## src/rtl/counter_pkg.sv

```systemverilog
// Shared constants and step logic for the synchronous counter family.
// next_count works on a fixed 32-bit view so any counter up to 32 bits can reuse it.
package counter_pkg;

    localparam int CNT_MAX_W = 32;

    localparam bit MODE_WRAP = 1'b0;
    localparam bit MODE_SAT  = 1'b1;

    // Returns {boundary, next}; operands are zero-extended by the caller.
    function automatic logic [CNT_MAX_W:0] next_count(
        input logic [CNT_MAX_W-1:0] count,
        input logic [CNT_MAX_W-1:0] max_val,
        input logic                 up_dn,
        input logic                 sat
    );
        logic                 boundary;
        logic [CNT_MAX_W-1:0] nxt;
        if (up_dn) begin
            boundary = (count >= max_val);
            if (boundary) nxt = sat ? max_val : '0;
            else          nxt = count + 1'b1;
        end else begin
            boundary = (count == '0);
            if (boundary) nxt = sat ? '0 : max_val;
            else          nxt = count - 1'b1;
        end
        return {boundary, nxt};
    endfunction

endpackage

```

## src/rtl/sync_mod_counter.sv

```systemverilog
// Fully synchronous up/down modulus counter with load, wrap/saturate mode and event flags.
// tc predicts a boundary on the next edge so instances chain through tc -> en.
module sync_mod_counter
    import counter_pkg::*;
#(
    parameter int               WIDTH     = 8,
    parameter int               SATURATE  = 0,
    parameter logic [WIDTH-1:0] RESET_VAL = '0
) (
    input  logic             clk,
    input  logic             rst,
    input  logic             en,
    input  logic             clr,
    input  logic             load,
    input  logic [WIDTH-1:0] load_val,
    input  logic             up_dn,
    input  logic [WIDTH-1:0] max_val,
    output logic [WIDTH-1:0] count,
    output logic             tc,
    output logic             wrap,
    output logic             ovf
);

    localparam logic SAT_MODE = (SATURATE != 0) ? MODE_SAT : MODE_WRAP;

    logic [CNT_MAX_W:0] step;
    logic               boundary;
    logic [WIDTH-1:0]   next_val;

    assign step     = next_count(CNT_MAX_W'(count), CNT_MAX_W'(max_val), up_dn, SAT_MODE);
    assign boundary = step[CNT_MAX_W];
    assign next_val = WIDTH'(step);

    assign tc = en & ((up_dn & (count >= max_val)) | (~up_dn & (count == '0)));

    always_ff @(posedge clk or posedge rst) begin
        if (rst) begin
            count <= RESET_VAL;
            wrap  <= 1'b0;
            ovf   <= 1'b0;
        end else if (clr) begin
            count <= RESET_VAL;
            wrap  <= 1'b0;
            ovf   <= 1'b0;
        end else if (load) begin
            count <= load_val;
            wrap  <= 1'b0;
        end else if (en) begin
            count <= next_val;
            wrap  <= boundary;
            if (boundary) ovf <= 1'b1;
        end else begin
            wrap  <= 1'b0;
        end
    end

endmodule

```

## config.mk

```make
export PLATFORM = sky130hd
export DESIGN_NAME = sync_mod_counter
export DESIGN_NICKNAME = d
export VERILOG_FILES = /design/src/rtl/counter_pkg.sv /design/src/rtl/sync_mod_counter.sv
export SDC_FILE = /design/constraint.sdc
export NUM_CORES = 1
export LEC_CHECK = 0
export BUFFER_PORTS_ARGS = -buffer_cell sky130_fd_sc_hd__clkbuf_2
export CAP_MARGIN = 10
export CORE_ASPECT_RATIO = 1.25
export CORE_MARGIN = 3
export CORE_UTILIZATION = 55
export CTS_BUF_LIST = sky130_fd_sc_hd__clkbuf_4 sky130_fd_sc_hd__clkbuf_8 sky130_fd_sc_hd__clkbuf_16
export DETAILED_ROUTE_END_ITERATION = 10
export PLACE_DENSITY = 0.84
export SLEW_MARGIN = 40
export SYNTH_ARGS = -nofsm -noshare
export SYNTH_HDL_FRONTEND = slang
export SYNTH_SLANG_ARGS = --single-unit
```

## constraint.sdc

```tcl
create_clock -name clk -period 4.52 [get_ports clk]
set_clock_uncertainty 0.05 [all_clocks]
set_input_delay 0.226 -clock clk [delete_from_list [all_inputs] [get_ports clk]]
set_output_delay 0.226 -clock clk [all_outputs]
set_load 0.01 [all_outputs]
```

==> impl_results.md, run 1 <==
* Placed cell areas at 1245 um2
* Worst path cell trace: ha_1 > and3_1 > a221oi_1 > o22a_1 > nor2b_1 > nor2b_1 > clkbuf_2
* Worst Setup Start Kind: register
* RSZ-0062 raised after global routing: false
* Max-cap violations at 0
* Setup CP Type: register to output port
* Place WS at 2.181 ns
* Switching Share at 36.53%
* Cell mode on critical path: nor2b_1
* Post-synthesis cell area at 1120 um2
* Initial core utilization at 60.51%
* Total gr overflow at 0
* Slew @ Worst Pin at 0.4523 ns
* Status: completed
* RR Startpoint: count[6]
* WP data arrival at 2.38 ns
* Clock Path Buffers at 2
* Routed wire per std cell at 16.01 um
* Post-route DRC at 0
* Largest net degree at the start of global routing at 19
* Buffers and inverters on the worst path at 1
* Fin Setup TNS at 0 ns
* Final worst-path cycle share at 58.87%
* Final Hold Viols at 0
* Via/cell ratio at 6.302
* I/O Buffers at 32
* # diodes at 0
* DP Cell Count at 177
* Yosys top cell area share at 22.35%
* Pwr/cell area at 244.7 nW/um2
* Worst Path Max Fanout at 14
* RR Endpoint: count[2]
* Part of the power in registers at 35.5%
* Worst VDD drop at 0.2392 mV
* CP startpoint: count[6]
* YS warnings at 0
* Final core utilization at 69.78%
* R2r setup slk at 2.19 ns
* Library cells used by synthesis at 48
* Crit path capture type: output port
* Levels on crit path at 7
* Most used DFF post-synth: dfrtp_1
* Hold Path Class: input port to register
* Sink Count at 10
* Yosys reg bits at 10
* Fin crit period at 2.661 ns
* Cell count after synthesis at 137
* Cell area after layout at 1291 um2
* CTS tree: yes
* Area leader, netlist: dfrtp_1
* Initial DRC Count at 37
* Num ports at 33
* Psw at 0.1154 mW
* Die ar. at 2617 um2
* Syn avg cell area at 8.174 um2
* Synth area leaders: dfrtp_1 22%, ha_1 12%, a21oi_1 5.4%
* Post-synth top cells: 15 x inv_1, 12 x a21oi_1, 11 x ha_1
* CTS root buf: clkbuf_4
* CTS clock-pin slew for the worst setup and hold paths at 0.07 ns
* Logic pwr share at 38.8%
* H-tree levels at 1
* Most common cell in the netlist: inv_1
* Syn_nets at 170
* Final net count at 197
* Seq/Total Area, Yosys at 22.35%
* Clk_lat worst skew at 0.27 ns
* Overall routing resource usage at 24.05%
* P&R area growth vs syn at 15.31%
* Vias in the first global route at 1,105
* Achievable Freq at 375.8 MHz
* Fraction of registers with async set/reset at 100.0%
* P_int at 0.2005 mW
* Pre-antenna DRT Iters at 4
* Rel. slew slack at 69.85%
* Number of synthesized flops with an enable pin at 0
* Slew Limit Fails at 0
* CTS Buf Count at 3
* Clock power frac at 25.7%
* Delay-heaviest family, CP: flip-flops
* Crit-path slowest cell: dfrtp_1
* Antenna violations before repair at 0
* Core area at 1851 um2
* # setup viols final at 0
* Antenna-violating nets left at 0
* Chip Height at 56.45 um
* Pleak at 0.6296 nW
* CP Capture Point: tc
* First-pass GRT wire length at 4802 um
* DP HPWL at 2332 um
* Worst setup margin at 1.859 ns
* Die W at 46.36 um
* Max stage delay on crit path at 0.62 ns
* Via count at 1,147
* WP data required at 4.24 ns
* Final wirelength at 2914 um
* FF-to-FF path depth at 6
* Cell row count at 17
* Gpl congestion at 0.8446
* Fin cells at 182
* Layout cell share with drive strength beyond 1 at 28.22%
[worst min-delay path: stages]
cell      delay, ns
clkbuf_2       0.08
a21oi_1        0.05
o32ai_1        0.11
[metrics by stage]
stage / hold WS (ns) / power [mW]
after CTS: 0.1939 / 0.3155
final: 0.1962 / 0.3160
after detailed placement: 0.1519 / 0.2342
after floorplan: 0.01618 / 0.2019
after global placement: 0.1440 / 0.2286
after global routing: 0.2487 / 0.3363
[cell type report]
class	instances	area [um2]
Clock buffer	4	36.28
Fill cell	170	559.3
Inverter	15	56.30
Multi-Input combinational cell	101	754.5
Sequential cell	10	250.2
Tap cell	19	23.77
Timing Repair Buffer	33	170.2
[layout by cell type, fill, tap and decap left out, types with 2 or more instances in the layout]
master    count
nand2_1       3
dfrtp_1      10
nor2b_1       2
nor2_1        4
or4_4         2
clkbuf_4      3
inv_1        15
o22ai_1       8
xor2_1        2
a22oi_1       2
a221oi_1      3
clkbuf_2     32
ha_1         11
nor3_1        7
and3_1        3
o21ai_0       5
nor3b_1       5
nor4_1        3
a21oi_1      12
nand2b_1      3
[what timing repair did]
| action | 4_1_cts | 5_1_grt |
|---|---|---|
| hold buffers | 1 | 0 |
| gates resized for setup | 0 | 0 |
| hold endpoints to repair | 10 | 0 |
| setup endpoints to repair | 0 | 0 |
| setup buffers | 0 | 0 |
[routing by layer]
layer	vias to the layer above	share of wire, %	GRT usage [%]
met2	43	49	37.60
met4	0	3.3	12.20
li1	568	-	-
met1	525	44	32.01
met3	11	3.9	1.603
met5	-	0	0
[cells by family after synthesis]
family | synth area share [%]
AOI/OAI and AO/OA | 26.82
and+or+nand+nor | 25.03
buffers and inverters | 10.28
adders and majority gates | 12.29
DFF | 22.35
xor gates and xnor gates | 2.347
muxes | 0.8939
[worst min path at each step]
stage / startpoint / endpoint / slack (ns) / cells after the start
after detailed placement: rst / count[0] / 0.15 / 2
after floorplan: rst / count[0] / 0.02 / 1
after global routing: load_val[5] / count[5] / 0.25 / 3
after CTS: load_val[5] / count[5] / 0.19 / 3
final: load_val[2] / count[2] / 0.20 / 3
after global placement: rst / count[1] / 0.14 / 2
[power by group through the flow]
stage                     clock network, mW  registers (mW)  logic, mW
after floorplan                           0           0.109     0.0928
after global placement                    0           0.113      0.116
after detailed placement                  0           0.113      0.121
after CTS                            0.0816           0.111      0.122
after global routing                 0.0857           0.114      0.137
final                                0.0811           0.112      0.123
[flip-flops by register name, indices dropped and copies added, names as in the netlist]
name	flops
wrap	1
ovf	1
count	8
(Power assumes the default switching activity.)
==> run 2, diff against run 1 <==
Settings changed: ABC_AREA from default to 1, CORE_UTILIZATION 55 to 53, PLACE_DENSITY 0.84 to 0.79.
Clock period 4.52 ns to 2.5 ns, I/O delays scaled along.
==> impl_results.md, run 2 <==
* Die W at 50.83 um (was 46.36 um)
* Yosys reg bits at 10 (unchanged)
* Clock Path Buffers at 2 (unchanged)
* I/O Buffers at 32 (unchanged)
* # diodes at 0 (unchanged)
* Min-delay src: en (was load_val[2])
* Final net count at 295 (was 197)
* Gpl congestion at 0.8385 (was 0.8446)
* CTS clock-pin slew for the worst setup and hold paths at 0.06 ns (was 0.07 ns)
* Die ar. at 3153 um2 (was 2617 um2)
* Max-cap violations at 0 (unchanged)
* Worst setup margin at 0.2179 ns (was 1.859 ns)
* Fin Setup TNS at 0 ns (unchanged)
* Status: completed (unchanged)
* Worst VDD drop at 0.3376 mV (was 0.2392 mV)
* Max reg flops at 8 (unchanged)
* CTS tree: yes (unchanged)
* Post-CTS setup repair buffer count at 0 (unchanged)
* P&R area growth vs syn at 14.00% (was 15.31%)
* Core area at 2282 um2 (was 1851 um2)
* FF-to-FF path depth at 9 (was 6)
* WP data arrival at 2.11 ns (was 2.38 ns)
* Slew @ Worst Pin at 0.5065 ns (was 0.4523 ns)
* Via/cell ratio at 4.973 (was 6.302)
* Worst Setup Start Kind: register (unchanged)
* Place WS at 0.4949 ns (was 2.181 ns)
* DP HPWL at 2536 um (was 2332 um)
* Synth area leaders: nand2_1 26%, dfrtp_1 19%, ha_1 10% (was dfrtp_1 22%, ha_1 12%, a21oi_1 5.4%)
* RR Startpoint: count[5] (was count[6])
* Hold Path Stages at 3 (unchanged)
* Achievable Freq at 438.2 MHz
* Seq/Total Area, Yosys at 18.80% (was 22.35%)
* Post-synthesis cell area at 1331 um2 (was 1120 um2)
* Fin crit period at 2.282 ns
* Overall routing resource usage at 21.77% (was 24.05%)
* Routed wire per std cell at 10.64 um (was 16.01 um)
* Area leader, netlist: nand2_1 (was dfrtp_1)
* Initial DRC Count at 44 (was 37)
* Slew Limit Fails at 0 (unchanged)
* Most used DFF post-synth: dfrtp_1 (unchanged)
* Total gr overflow at 0 (unchanged)
* Library cells used by synthesis at 20 (was 48)
* Vias in the first global route at 1,205 (was 1,105)
* Syn avg cell area at 5.839 um2 (was 8.174 um2)
* Post-synth top cells: 91 x nand2_1, 36 x nor2_1, 28 x inv_1 (was 15 x inv_1, 12 x a21oi_1, 11 x ha_1)
* Via count at 1,447 (was 1,147)
* Fraction of registers with async set/reset at 100.0% (unchanged)
* WHS Endpoint: wrap (was count[2])
* Rel. slew slack at 66.01% (was 69.85%)
* Chip Height at 62.04 um (was 56.45 um)
* Final worst-path cycle share at 91.28%
* Antenna-violating nets left at 0 (unchanged)
* CTS root buf: clkbuf_4 (unchanged)
* Final wirelength at 3096 um (was 2914 um)
* H-tree levels at 1 (unchanged)
* RR Endpoint: ovf (was count[2])
* Pleak at 0.9505 nW (was 0.6296 nW)
* Reg area at 250.2 um2 (unchanged)
* Syn_nets at 261 (was 170)
* Clk_lat worst skew at 0.27 ns (about the same)
* Commonest non-fill, non-tap cells in the layout: 91 x nand2_1, 36 x nor2_1, 32 x clkbuf_2 (was 32 x clkbuf_2, 15 x inv_1, 12 x a21oi_1)
* RSZ-0062 raised after global routing: false (unchanged)
* # setup viols final at 0 (unchanged)
* Total power at 0.6299 mW (was 0.3160 mW)
* CTS Buf Count at 3 (unchanged)
* Worst Path Max Fanout at 10 (was 14)
* Setup CP Type: register to output port (unchanged)
* Yosys top cell area share at 25.66% (was 22.35%)
* Pwr/cell area at 415.0 nW/um2 (was 244.7 nW/um2)
* First-pass GRT wire length at 5250 um (was 4802 um)
* WP data required at 2.33 ns (was 4.24 ns)
* Sink Count at 10 (unchanged)
* Post-route DRC at 0 (unchanged)
* Antenna violations before repair at 0 (unchanged)
* Final core utilization at 66.50% (was 69.78%)
* Hold WS at 0.08845 ns (was 0.1962 ns)
* Filler cells at 226 (was 170)
* Num ports at 33 (unchanged)
* Number of synthesized flops with an enable pin at 0 (unchanged)
* Largest net degree at the start of global routing at 18 (was 19)
* Most common cell in the netlist: nand2_1 (was inv_1)
* Most common cell after layout, fill and taps aside: nand2_1 (was clkbuf_2)
* R2r setup slk at 0.56 ns (was 2.19 ns)
* Cell row count at 19 (was 17)
* Crit path capture type: output port (unchanged)
* YS warnings at 0 (unchanged)
* Area of the multi-input gates at 912.1 um2 (was 754.5 um2)
* Pre-antenna DRT Iters at 4 (unchanged)
* Initial core utilization at 58.33% (was 60.51%)
* Hold Path Class: input port to register (unchanged)
* Layout cell share with drive strength beyond 1 at 16.92% (was 28.22%)
* Final Hold Viols at 0 (unchanged)
* Largest register by flop count: count (unchanged)
* Cell count after synthesis at 228 (was 137)
* Top flop regs: count (8), ovf (1), wrap (1) (unchanged)
[run 2: cell types whose count changed in the layout (fill, tap and decap cells not counted), sizes merged, moves of 3 or more]
| cell | previous run | this run |
|---|---|---|
| a221oi | 3 | 0 |
| nand2b | 3 | 0 |
| nor4 | 4 | 0 |
| a22oi | 3 | 0 |
| nand2 | 3 | 94 |
| and3 | 4 | 0 |
| a21oi | 12 | 7 |
| nand3 | 1 | 21 |
| o22ai | 8 | 0 |
| inv | 15 | 28 |
| nor2 | 4 | 39 |
| nor3 | 7 | 0 |
| nor3b | 5 | 0 |
[run 2: report_power, final]
group	leakage (nW)	internal [mW]	total [mW]	switching [mW]
Sequential	0.132	0.175	0.203	0.0273
Clock	0.0138	0.0556	0.109	0.0530
Combinational	0.805	0.122	0.319	0.197
Total	0.951	0.353	0.630	0.277
[run 2: critical path, stage by stage, from the launching register on]
cell and delay (ns):
dfrtp_1 0.59, ha_1 0.33, a21oi_1 0.13, nor2_1 0.05, nor2_1 0.12, nand2_1 0.07
nand2_1 0.21, nand2_1 0.09, nand2_1 0.10, inv_1 0.04, clkbuf_2 0.12
[run 2: cells by family after synthesis]
kind of cell / count (synthesis) / share of synthesized area, %
buf+inv: 35 / 12.69
flops: 10 / 18.80
fa+ha+maj: 11 / 10.34
compound gates: 13 / 5.263
simple gates: 158 / 52.26
xor+xnor: 1 / 0.6580
[run 2: repair_timing]
| item | CTS | global route |
|---|---|---|
| gates resized for setup | 0 | 1 |
| endpoints found under the setup margin | 0 | 1 |
| hold endpoints to repair | 10 | 0 |
| hold buffers | 1 | 0 |
[run 2: how the worst max path moves through the flow]
stage,from,end,slack [ns]
after CTS,count[0],tc,0.21
after global routing,count[5],tc,0.03
after global placement,count[5],tc,0.56
after detailed placement,count[0],tc,0.49
final,count[5],tc,0.22
after floorplan,count[0],tc,0.77
[run 2: per-layer routing]
layer  global-route usage, %  share of wire [%]  wire (um)
met4                   10.00                2.0         61
met2                   37.31                 50       1546
met3                  0.9547                4.4        135
met1                   28.80                 44       1352
met5                       0                  0          0
[run 2: cell type report]
type / count / area share (%)
inverters: 29 / 7.172
well taps: 31 / 2.556
multi-input cells: 183 / 60.10
clock buffers: 3 / 1.484
repair buffers: 35 / 12.20
flip-flops and latches: 10 / 16.49
[run 2: through the flow]
step           cell area, um2  std cells
6_report                 1518        291
5_1_grt                  1518        291
4_1_cts                  1518        291
3_5_place_dp             1485        287
3_3_place_gp             1485        287
2_1_floorplan            1331        228
